File: config.mk
export PLATFORM = sky130hd
export DESIGN_NAME = dma_guard_window_table
export DESIGN_NICKNAME = d
export VERILOG_FILES = /design/src/rtl/dma_guard_pkg.sv /design/src/rtl/dma_guard_window_table.sv
export SDC_FILE = /design/constraint.sdc
export NUM_CORES = 1
export LEC_CHECK = 0
export ABC_AREA = 1
export CAP_MARGIN = 20
export CORE_MARGIN = 2
export CORE_UTILIZATION = 45
export CTS_BUF_LIST = sky130_fd_sc_hd__clkbuf_4
export DETAILED_ROUTE_END_ITERATION = 6
export MAX_ROUTING_LAYER = met4
export PLACE_DENSITY = 0.66
export SETUP_SLACK_MARGIN = 0.02
export SYNTH_ARGS = -nofsm -noshare
export SYNTH_HDL_FRONTEND = slang
export SYNTH_SLANG_ARGS = --single-unit
export TNS_END_PERCENT = 10
File: constraint.sdc
create_clock -name clk -period 3.4 [get_ports clk]
set_clock_uncertainty 0.05 [all_clocks]
set_input_delay 0.68 -clock clk [delete_from_list [all_inputs] [get_ports clk]]
set_output_delay 0.68 -clock clk [all_outputs]
set_load 0.01 [all_outputs]
File: src/rtl/dma_guard_pkg.sv
`default_nettype none
// ----------------------------------------------------------------------------
// dma_guard_pkg: shared types and end-address helper for the DMA guard. Rev 1.0
// ----------------------------------------------------------------------------
package dma_guard_pkg;

  localparam int GUARD_ADDR_W = 32;

  typedef enum logic [1:0] {
    IDLE = 2'd0,
    SCAN = 2'd1,
    RESP = 2'd2
  } guard_chk_state_e;

  typedef struct packed {
    logic [GUARD_ADDR_W-1:0] addr;
    logic [7:0]              len;
    logic [2:0]              size;
    logic                    is_write;
  } guard_req_t;

  typedef struct packed {
    logic [GUARD_ADDR_W-1:0] base;
    logic [GUARD_ADDR_W-1:0] last;
    logic                    en;
  } guard_win_t;

  // Last byte touched by a burst; the extra MSB flags a wrap past the top of memory.
  function automatic logic [GUARD_ADDR_W:0] req_end(input logic [GUARD_ADDR_W-1:0] addr,
                                                    input logic [7:0]              len,
                                                    input logic [2:0]              size);
    logic [GUARD_ADDR_W:0] bytes;
    bytes = (GUARD_ADDR_W+1)'({1'b0, len} + 9'd1) << size;
    return {1'b0, addr} + bytes - (GUARD_ADDR_W+1)'(1);
  endfunction

endpackage
`default_nettype wire

File: src/rtl/dma_guard_window_table.sv
`default_nettype none
// ----------------------------------------------------------------------------
// dma_guard_window_table: allowed-window registers with one combinational hit port. Rev 1.0
// ----------------------------------------------------------------------------
module dma_guard_window_table
  import dma_guard_pkg::*;
#(
  parameter int NUM_WINDOWS = 4,
  parameter int IDX_W       = 2
) (
  input  logic                    clk,
  input  logic                    rst_n,
  input  logic                    cfg_we,
  input  logic [IDX_W-1:0]        cfg_idx,
  input  logic [GUARD_ADDR_W-1:0] cfg_base,
  input  logic [GUARD_ADDR_W-1:0] cfg_last,
  input  logic                    cfg_en,
  input  logic [IDX_W-1:0]        rd_idx,
  input  logic [GUARD_ADDR_W-1:0] req_addr,
  input  logic [GUARD_ADDR_W:0]   req_end_addr,
  output logic                    hit
);

  guard_win_t win [NUM_WINDOWS];
  guard_win_t sel;

  always_ff @(posedge clk or negedge rst_n) begin
    if (!rst_n) begin
      for (int i = 0; i < NUM_WINDOWS; i++) win[i] <= '0;
    end else if (cfg_we && ({1'b0, cfg_idx} < (IDX_W+1)'(NUM_WINDOWS))) begin
      win[cfg_idx] <= '{base: cfg_base, last: cfg_last, en: cfg_en};
    end
  end

  assign sel = win[rd_idx];

  // base>last can never satisfy both bounds, so such a window never hits.
  assign hit = sel.en && (sel.base <= req_addr) &&
               (req_end_addr[GUARD_ADDR_W-1:0] <= sel.last) && !req_end_addr[GUARD_ADDR_W];

endmodule
`default_nettype wire

==> summary.md, run 1 <==
| Metric | Value |
|---|---|
| Final setup fails | `1` |
| Worst Path Required | `2.67 ns` |
| CTS tree | `yes` |
| Final ANT Viol Nets | `0` |
| Via-to-Cell Ratio | `5.23` |
| Critical path startpoint category | `primary input` |
| GRT Util Overall | `0.245` |
| Num Clock Sinks | `260` |
| Slew Viols, Final | `0` |
| Largest regs | `win: 260 flops` |
| Most common cell after layout, fill and taps aside | `nand2_1` |
| Setup TNS | `-0.129 ns` |
| CP cell instances | `buf_16 -> inv_12 -> buf_12 -> buf_12 -> nor2_1 -> o22ai_2 -> ha_1 -> nand2_1 -> nor2_2 -> nand2_2 -> nor3b_4 -> nand4_1 -> a21boi_1 -> nor2_2 -> buf_2` |
| R2r setup slk | `2.62 ns` |
| Slew HR | `0.580` |
| Seq/Total Area, Yosys | `0.509` |
| PortBufs | `137` |
| RePlAce Congestion | `0.825` |
| Seq cells post-synth | `260` |
| Min-delay src | `win[175]$_DFFE_PN0P_` |
| Violated checks | `setup timing` |
| Syn nets | `1727` |
| Final min period | `3.53 ns` |
| Die H | `172 microns` |
| Hpwl dp | `21.3 mm` |
| Initial antenna violation count | `1` |
| Fmax achieved | `283 MHz` |
| Met2 usage | `0.377` |
| Met1 Track Usage GR | `0.332` |
| Post-Route WL | `34.3 mm` |
| Vias in the first global route | `11038` |
| Gate power share | `0.195` |
| Leakage power | `7.80 nW` |
| DRC Markers | `0` |
| Pwr/cell area | `519 nW/um^2` |
| Worst setup EP type | `output pin` |
| First-pass GRT wire length | `55.9 mm` |
| Die Area | `29700 sq um` |
| Clock transition at the registers of the reported paths | `0.05 ns` |
| CTS Buf Count | `72` |
| Multi-input combinational cell area | `5490 sq um` |
| Post-layout net count | `1905` |
| Sw Pwr | `2.45 mW` |
| Final hold vios | `0` |
| Most used routing layer | `met2` |
| CP max FO | `11` |
| Drt pass-1 iters | `7` |
| VDD IR-drop max | `0.255 mV` |
| DRT iter0 DRCs | `812` |
| Cell Area, Synth | `12800 sq um` |
| Clk Latency, worst-skew pair | `0.65 ns` |
| Most frequent cells in the layout | `421 x nand2_1, 260 x dfrtp_1, 219 x o21ai_1` |
| Worst-Margin Slew | `0.630 ns` |
| Die Wd | `172 microns` |
| Worst Hold End | `win[175]$_DFFE_PN0P_` |
| Synth area leader | `dfrtp_1` |
| R2R cell count | `3` |
| Gr ovfl total | `0` |
| Data arrival time of the worst path | `2.80 ns` |
| Outcome | `complete, but fails checks` |
| Pin count of the biggest net entering global routing | `72` |
| Pint | `5.94 mW` |
| Post-route clock period utilization | `1.04` |
| Kind of critical path | `in -> out` |
| Switching portion of total power | `0.292` |
| Mapped Cells | `1526` |
| Hold/Removal Path Class | `reg -> reg` |
| Core Area | `27900 sq um` |
| Fillers | `2544` |
| Boundary Pins | `138` |
| Yosys warns | `0` |
| Vias | `11145` |
| Met3 usage | `0.0382` |
| WL/cell | `16.1 microns` |
| FF+latch area | `6510 sq um` |
| Area contributors post-synth | `dfrtp_1 51%, nand2_1 12%, o21ai_1 8.5%` |
| Post-route setup slack | `-0.129 ns` |
| Initial Util | `0.458` |
| Unrepaired setup endpoints after global routing | `yes` |
| RR Startpoint | `win[152]$_DFFE_PN0P_` |
| Slowest-stage cell, CP | `ha_1` |
| CTS HTree Levels | `3` |
| Root buf cell | `clkbuf_4` |
| Top cell type's share of synthesized area | `0.509` |
| Layout cells sized above 1 | `0.121` |
| Row Count | `61` |
| Max-Cap Viols | `0` |
| Reg2reg end | `win[152]$_DFFE_PN0P_` |
| Max FFs per register | `260` |
| Distinct cells, synth | `25` |
| Avg Inst Size Synth | `8.37 sq um` |
| Largest reg by FF count | `win` |
| Final Util | `0.580` |
| Flop pwr share | `0.460` |
| Largest stage delay on the critical path | `0.31 ns` |
| Clock power share | `0.345` |
| Clock Path Buffers | `3` |
| Hold Path Stages | `2` |
| P&R area growth vs syn | `26.5%` |
[routing by layer]
metal,vias up,share of wire,routed length (microns)
li1,5491,-,-
met1,5250,0.46,15900
met2,338,0.46,15700
met3,66,0.059,2010
met4,0,0.022,746
met5,-,0,0
[logic make-up after synthesis]
family / after synthesis / share of synthesized area
simple gates: 529 / 0.159
flops: 260 / 0.509
fa+ha+maj: 64 / 0.0627
buf+inv: 210 / 0.0708
compound gates: 463 / 0.198
[critical path, delay by kind of cell]
| family | cells | cell delay (ns) |
|---|---|---|
| AO/OA/AOI/OAI | 2 | 0.27 |
| adder cells (fa/ha/maj) | 1 | 0.31 |
| buffers and inverters | 5 | 0.61 |
| AND/OR/NAND/NOR | 7 | 0.91 |
[metrics by stage]
stage / power, mW / hold slack (ns) / cells / setup slack (ns) / instance area [sq um]
floorplan: 4.84 / 0.334 / 1526 / 0.307 / 12800
global placement: 5.39 / 0.417 / 1992 / -1.04 / 14800
detailed placement: 5.44 / 0.424 / 1992 / -1.05 / 14800
CTS: 8.45 / 0.438 / 2125 / -0.0925 / 16000
global route: 8.91 / 0.456 / 2132 / -0.241 / 16200
finish: 8.39 / 0.431 / 2132 / -0.129 / 16200
[how the worst max path moves through the flow]
stage	from	endpoint	slack [ns]
2_1_floorplan	rd_idx[0]	hit	0.31
3_3_place_gp	rd_idx[1]	hit	-1.04
3_5_place_dp	rd_idx[1]	hit	-1.05
4_1_cts	win[217]$_DFFE_PN0P_	hit	-0.09
5_1_grt	rd_idx[0]	hit	-0.24
6_report	rd_idx[0]	hit	-0.13
[synthesized netlist by cell type, drive strengths merged]
master and instances:
a21boi 1, a21o 1, a21oi 62, a32o 32, buf 73, clkbuf 24, dfrtp 260, ha 64
inv 113, nand2 427, nand3 4, nand4 5, nor2 90, nor3 2, nor3b 1, o21a 3
o21ai 332, o22ai 32
[layout make-up]
class,instances,area share
antenna,1,0.000155
clock buffer,107,0.0497
clock inverter,16,0.00728
inverter,113,0.0273
multi-input combinational,1056,0.340
sequential,260,0.403
tap,378,0.0293
timing repair buffer,201,0.144
[power by group through the flow]
stage / logic (mW) / clock network [mW] / registers, mW
finish: 1.64 / 2.90 / 3.86
global route: 1.88 / 3.12 / 3.91
CTS: 1.62 / 2.98 / 3.84
detailed placement: 1.55 / 0 / 3.89
global placement: 1.50 / 0 / 3.88
floorplan: 1.01 / 0 / 3.83
[what timing repair did]
action / 4_1_cts / 5_1_grt
resized for setup: 38 / 15
endpoints found under the setup margin: 1 / 1
setup buffers: 2 / 5
hold buffers: 1 / 0
pin swaps: 13 / 19
hold endpoints to repair: 64 / 0
gates cloned: 7 / 1
Power figures use the tool's default switching activity.
==> inputs of run 2 (changes only) <==
--- a/config.mk
+++ b/config.mk
@@ -9,7 +9,6 @@
 export CAP_MARGIN = 20
 export CORE_MARGIN = 2
 export CORE_UTILIZATION = 45
-export CTS_BUF_LIST = sky130_fd_sc_hd__clkbuf_4
 export DETAILED_ROUTE_END_ITERATION = 6
 export MAX_ROUTING_LAYER = met4
 export PLACE_DENSITY = 0.66
==> summary.md, run 2 (synthesis gave the netlist of run 1 again) <==
| Metric | Value |
|---|---|
| Outcome | `complete, but fails checks (unchanged)` |
| Violated checks | `setup timing (unchanged)` |
| Final setup fails | `1 (unchanged)` |
| Slew Viols, Final | `0 (unchanged)` |
| Pwr/cell area | `539 nW/um^2 (was 519 nW/um^2)` |
| Clock transition at the registers of the reported paths | `0.06 ns (was 0.05 ns)` |
| Core Area | `27900 sq um (unchanged)` |
| P&R area growth vs syn | `27.0% (was 26.5%)` |
| Initial antenna violation count | `0 (was 1)` |
| Max-Cap Viols | `0 (unchanged)` |
| Layout cells sized above 1 | `0.0899 (was 0.121)` |
| FF+latch area | `6510 sq um (unchanged)` |
| CTS HTree Levels | `1 (was 3)` |
| Via-to-Cell Ratio | `5.38 (was 5.23)` |
| Placed insts | `1992 (unchanged)` |
| RePlAce Congestion | `0.825 (unchanged)` |
| Worst-Margin Slew | `0.637 ns (was 0.630 ns)` |
| Fmax achieved | `289 MHz (was 283 MHz)` |
| Most common cell after layout, fill and taps aside | `nand2_1 (unchanged)` |
| VDD IR-drop max | `0.457 mV (was 0.255 mV)` |
| DRT iter0 DRCs | `872 (was 812)` |
| Hpwl dp | `21.3 mm (unchanged)` |
| CP max FO | `10 (was 11)` |
| Clk Latency, worst-skew pair | `0.54 ns (was 0.65 ns)` |
| Largest reg by FF count | `win (unchanged)` |
| Final non-filler cell total | `2057 (was 2132)` |
| Die Area | `29700 sq um (unchanged)` |
| Dpl cell area | `14800 sq um (unchanged)` |
| DP Worst Slack | `-1.05 ns (unchanged)` |
| Post-route setup slack | `-0.0562 ns (was -0.129 ns)` |
| Final hold vios | `0 (unchanged)` |
| Boundary Pins | `138 (unchanged)` |
| Unrepaired setup endpoints after global routing | `yes (unchanged)` |
| Data arrival time of the worst path | `2.73 ns (was 2.80 ns)` |
| Tot Pwr | `8.75 mW (was 8.39 mW)` |
| Post-Route WL | `34.3 mm (about the same)` |
| CTS Buf Count | `28 (was 72)` |
| First-pass GRT wire length | `55.9 mm (unchanged)` |
| PortBufs | `137 (unchanged)` |
| WL/cell | `16.7 microns (was 16.1 microns)` |
| Row Count | `61 (unchanged)` |
| Gr ovfl total | `0 (unchanged)` |
| Leakage power | `7.72 nW (was 7.80 nW)` |
| DRC Markers | `0 (unchanged)` |
| Final min period | `3.46 ns (was 3.53 ns)` |
| Initial Util | `0.458 (unchanged)` |
| Worst setup EP type | `output pin (unchanged)` |
| Cts hold-fix bufs | `0 (was 1)` |
| Largest regs | `win: 260 flops (unchanged)` |
| Post-layout net count | `1859 (was 1905)` |
| Multi-input combinational cell area | `5530 sq um (was 5490 sq um)` |
| Pin count of the biggest net entering global routing | `72 (unchanged)` |
| Vias in the first global route | `10812 (was 11038)` |
| Post-route clock period utilization | `1.02 (was 1.04)` |
| Most frequent cells in the layout | `420 x nand2_1, 260 x dfrtp_1, 220 x o21ai_1 (was 421 x nand2_1, 260 x dfrtp_1, 219 x o21ai_1)` |
| Hold/Removal Path Class | `in -> async (was reg -> reg)` |
| Die H | `172 microns (unchanged)` |
| Die Wd | `172 microns (unchanged)` |
| Fillers | `2504 (was 2544)` |
| Root buf cell | `clkbuf_16 (was clkbuf_4)` |
| CTS tree | `yes (unchanged)` |
| Critical path startpoint category | `primary input (unchanged)` |
| Drt pass-1 iters | `5 (was 7)` |
| GRT Util Overall | `0.242 (was 0.245)` |
| Final Cell Area | `16200 sq um (about the same)` |
| Final ANT Viol Nets | `0 (unchanged)` |
| Kind of critical path | `in -> out (unchanged)` |
| Max FFs per register | `260 (unchanged)` |
| Worst Path Required | `2.67 ns (about the same)` |
| Num Clock Sinks | `260 (unchanged)` |
| Worst hold margin | `0.0429 ns (was 0.431 ns)` |
| Slew HR | `0.575 (was 0.580)` |
| Clock Path Buffers | `3 (unchanged)` |
| N_diodes | `0 (was 1)` |
| Vias | `11076 (was 11145)` |
==> run 2: changes by cell type in the layout (fill, tap and decap cells not counted), sizes merged <==
cell / previous run / this run
buf: 64 / 62
diode: 1 / 0
bufinv: 2 / 4
inv: 116 / 113
clkbuf: 108 / 43
dlygate4sd3: 1 / 0
clkinv: 10 / 5
==> run 2: area by class of cell <==
| cell class | count | share of cell area |
|---|---|---|
| Multi-Input combinational cell | 1056 | 0.341 |
| Inverter | 113 | 0.0276 |
| Clock inverter | 10 | 0.00941 |
| Clock buffer | 41 | 0.0506 |
| Sequential cell | 260 | 0.401 |
| Tap cell | 378 | 0.0292 |
| Timing Repair Buffer | 199 | 0.141 |
==> run 2: path summary, 6_finish.rpt <==
path | slack (ns) | depth (start not counted) | startpoint | end
min | 0.04 | 1 | rst_n | win[116]$_DFFE_PN0P_
min in group clk | 0.43 | 2 | win[168]$_DFFE_PN0P_ | win[168]$_DFFE_PN0P_
max | -0.06 | 15 | rd_idx[0] | hit
max in group asynchronous | 2.42 | 2 | rst_n | win[38]$_DFFE_PN0P_
min reg2reg | 0.43 | 2 | win[168]$_DFFE_PN0P_ | win[168]$_DFFE_PN0P_
max reg2reg | 2.64 | 2 | win[226]$_DFFE_PN0P_ | win[226]$_DFFE_PN0P_
==> run 2: stage by stage <==
step           utilization  TNS, ns
2_1_floorplan            -        0
3_3_place_gp         0.530    -1.04
3_5_place_dp         0.530    -1.05
4_1_cts              0.578  -0.0611
5_1_grt              0.582   -0.181
6_report             0.582  -0.0562
==> run 2: worst max-delay path: stages <==
cell,delay [ns]
buf_16,0.13
inv_16,0.06
buf_12,0.13
buf_6,0.13
o21ai_1,0.11
o22ai_1,0.09
ha_1,0.32
nand2_2,0.07
nor2_4,0.12
nand2_2,0.08
nor3b_4,0.24
nand4_1,0.10
a21boi_2,0.17
nor2_2,0.13
buf_2,0.14
==> run 2: what timing repair did <==
action | 4_1_cts | 5_1_grt
buffers inserted | 5 | 0
gates cloned | 7 | 2
pin swaps | 16 | 11
gates resized for setup | 51 | 17
hold endpoints to repair | 0 | 0
endpoints found under the setup margin | 1 | 1
==> run 2: layer usage <==
metal  part of all wire  track usage
met1               0.46        0.334
met2               0.46        0.380
met3              0.059       0.0316
met4              0.027       0.0654
met5                  0            -
==> run 2: where the power goes <==
part | internal (mW) | leakage [nW] | switching [mW] | total [mW]
logic | 0.768 | 3.99 | 0.882 | 1.65
clock network | 1.97 | 0.478 | 1.27 | 3.24
registers | 3.59 | 3.24 | 0.270 | 3.86
==> inputs of run 3 (changes only) <==
--- a/config.mk
+++ b/config.mk
@@ -10,8 +10,9 @@
 export CORE_MARGIN = 2
 export CORE_UTILIZATION = 45
 export DETAILED_ROUTE_END_ITERATION = 6
+export DONT_BUFFER_PORTS = 1
 export MAX_ROUTING_LAYER = met4
-export PLACE_DENSITY = 0.66
+export PLACE_DENSITY = 0.6
 export SETUP_SLACK_MARGIN = 0.02
 export SYNTH_ARGS = -nofsm -noshare
 export SYNTH_HDL_FRONTEND = slang
==> summary.md, run 3 (synthesis gave the netlist of run 1 again) <==
| Metric | Value |
|---|---|
| VDD IR-drop max | `0.298 mV (was 0.457 mV)` |
| GRT Util Overall | `0.227 (was 0.242)` |
| Largest reg by FF count | `win (unchanged)` |
| Clock power share | `0.376 (was 0.370)` |
| Largest stage delay on the critical path | `0.27 ns (was 0.32 ns)` |
| Most frequent cells in the layout | `419 x nand2_1, 260 x dfrtp_1, 222 x o21ai_1 (was 420 x nand2_1, 260 x dfrtp_1, 220 x o21ai_1)` |
| Die Wd | `172 microns (unchanged)` |
| Final setup fails | `0 (was 1)` |
| Final hold vios | `260 (was 0)` |
| Outcome | `complete, but fails checks (unchanged)` |
| Pwr/cell area | `568 nW/um^2 (was 539 nW/um^2)` |
| Hold/Removal Path Class | `in -> async (unchanged)` |
| Worst hold margin | `-0.211 ns (was 0.0429 ns)` |
| Switching portion of total power | `0.271 (was 0.277)` |
| Unrepaired setup endpoints after global routing | `yes (unchanged)` |
| Largest regs | `win: 260 flops (unchanged)` |
| Die Area | `29700 sq um (unchanged)` |
| DRT iter0 DRCs | `744 (was 872)` |
| Leakage power | `7.06 nW (was 7.72 nW)` |
| Slew HR | `0.488 (was 0.575)` |
| Worst Path Required | `2.67 ns (about the same)` |
| Flop pwr share | `0.463 (was 0.441)` |
| Clock transition at the registers of the reported paths | `0.06 ns (about the same)` |
| Crit path from | `rd_idx[0] (unchanged)` |
| Final Util | `0.526 (was 0.582)` |
| Clk Latency, worst-skew pair | `0.54 ns (about the same)` |
| CP cell instances | `clkinv_16 -> buf_12 -> clkbuf_16 -> nand2_1 -> a32o_2 -> ha_4 -> nand2_1 -> nor2_2 -> nand2_1 -> nor2_2 -> nand2_1 -> nand2_2 -> nand2_2 -> nor2_2 -> buf_6 (was buf_16 -> inv_16 -> buf_12 -> buf_6 -> o21ai_1 -> o22ai_1 -> ha_1 -> nand2_2 -> nor2_4 -> nand2_2 -> nor3b_4 -> nand4_1 -> a21boi_2 -> nor2_2 -> buf_2)` |
| Final min period | `3.38 ns (was 3.46 ns)` |
| Most common cell after layout, fill and taps aside | `nand2_1 (unchanged)` |
| Max FFs per register | `260 (unchanged)` |
| Via-to-Cell Ratio | `5.36 (was 5.38)` |
| Critical path startpoint category | `primary input (unchanged)` |
| Initial antenna violation count | `0 (unchanged)` |
| Slew Viols, Final | `0 (unchanged)` |
| Boundary Pins | `138 (unchanged)` |
| CTS HTree Levels | `1 (unchanged)` |
| Max-Cap Viols | `0 (unchanged)` |
| Final ANT Viol Nets | `0 (unchanged)` |
| CP dominant cell by count | `nand2_1 (was nand2_2)` |
| Slowest-stage cell, CP | `ha_4 (was ha_1)` |
| Gr ovfl total | `0 (unchanged)` |
| Row Count | `61 (unchanged)` |
| PortBufs | `0 (was 137)` |
| Sw Pwr | `2.26 mW (was 2.42 mW)` |
| First-pass GRT wire length | `52.1 mm (was 55.9 mm)` |
| Drt pass-1 iters | `5 (unchanged)` |
| Post-route clock period utilization | `0.994 (was 1.02)` |
| Worst-Margin Slew | `0.768 ns (was 0.637 ns)` |
| Kind of critical path | `in -> out (unchanged)` |
| Num Clock Sinks | `260 (unchanged)` |
| Clock Path Buffers | `3 (unchanged)` |
| Gate power share | `0.162 (was 0.189)` |
| Vias in the first global route | `9835 (was 10812)` |
| Pint | `6.07 mW (was 6.32 mW)` |
| Post-layout net count | `1711 (was 1859)` |
| Die H | `172 microns (unchanged)` |
| Worst setup EP type | `output pin (unchanged)` |
| P&R area growth vs syn | `14.7% (was 27.0%)` |
| N_diodes | `0 (unchanged)` |
| CTS Buf Count | `29 (was 28)` |
| Layout cells sized above 1 | `0.0954 (was 0.0899)` |
| CP max FO | `131 (was 10)` |
| CTS tree | `yes (unchanged)` |
| Vias | `10233 (was 11076)` |
| RR Startpoint | `win[78]$_DFFE_PN0P_ (was win[226]$_DFFE_PN0P_)` |
| RePlAce Congestion | `0.787 (was 0.825)` |
| Fmax achieved | `296 MHz (was 289 MHz)` |
| Core Area | `27900 sq um (unchanged)` |
| Pin count of the biggest net entering global routing | `261 (was 72)` |
| DRC Markers | `0 (unchanged)` |
| Root buf cell | `clkbuf_16 (unchanged)` |
| Initial Util | `0.458 (unchanged)` |
| Violated checks | `hold timing (was setup timing)` |
| Data arrival time of the worst path | `2.65 ns (was 2.73 ns)` |
| Hpwl dp | `19.3 mm (was 21.3 mm)` |
| WL/cell | `17.0 microns (was 16.7 microns)` |
| Post-Route WL | `32.5 mm (was 34.3 mm)` |
-- run 3: through the flow --
stage / setup slack, ns / TNS (ns) / area [sq um] / power [mW] / std cells
5_1_grt: -0.100 / -0.100 / 14700 / 8.81 / 1908
2_1_floorplan: 0.307 / 0 / 12800 / 4.84 / 1526
3_5_place_dp: -0.204 / -0.204 / 13100 / 5.14 / 1841
4_1_cts: 0.0316 / 0 / 14300 / 8.33 / 1899
6_report: 0.0215 / 0 / 14700 / 8.33 / 1908
3_3_place_gp: -0.202 / -0.202 / 13100 / 5.10 / 1841
-- run 3: routing by layer --
layer / wire, microns / vias up / track usage
met5: 0 / - / -
met4: 528 / 0 / 0.0482
met3: 2010 / 41 / 0.0504
met2: 14400 / 230 / 0.344
met1: 15500 / 4907 / 0.313
li1: - / 5055 / -
-- run 3: worst max-delay path: cells and delay by family --
kind                       cells  cell delay, ns
buffers and inverters          4            0.50
and+or+nand+nor                9            0.88
AOI/OAI and AO/OA              1            0.26
adders and majority gates      1            0.27
-- run 3: power by group through the flow --
stage,logic (mW),clock network [mW],registers [mW]
floorplan,1.01,0,3.83
global placement,1.21,0,3.89
detailed placement,1.25,0,3.90
CTS,1.29,3.20,3.85
global route,1.58,3.33,3.91
finish,1.35,3.13,3.85
-- run 3: repair_timing --
item	4_1_cts	5_1_grt
buffers inserted	4	4
endpoints found under the setup margin	1	1
cloned	3	5
endpoints found under the hold margin	260	260
resized for setup	20	50
pin swaps	9	23
-- run 3: worst paths after layout --
check                                  endpoint  slack, ns  cells past startpoint
max reg2reg                 win[78]$_DFFE_PN0P_       2.62                      2
min                         win[53]$_DFFE_PN0P_      -0.21                      0
min reg2reg                win[167]$_DFFE_PN0P_       0.44                      2
max                                         hit       0.02                     15
min in group clk           win[145]$_DFFE_PN0P_       0.28                      2
max in group asynchronous   win[21]$_DFFE_PN0P_       2.98                      0
-- run 3: cell type report --
class                   instances  area, sq um
flip-flops and latches        260         6510
fillers                      2669        13200
clock inverters                 7         63.8
multi-input cells            1056         5580
inverters                     113          458
clock buffers                  44          892
well taps                     378          473
repair buffers                 50          681
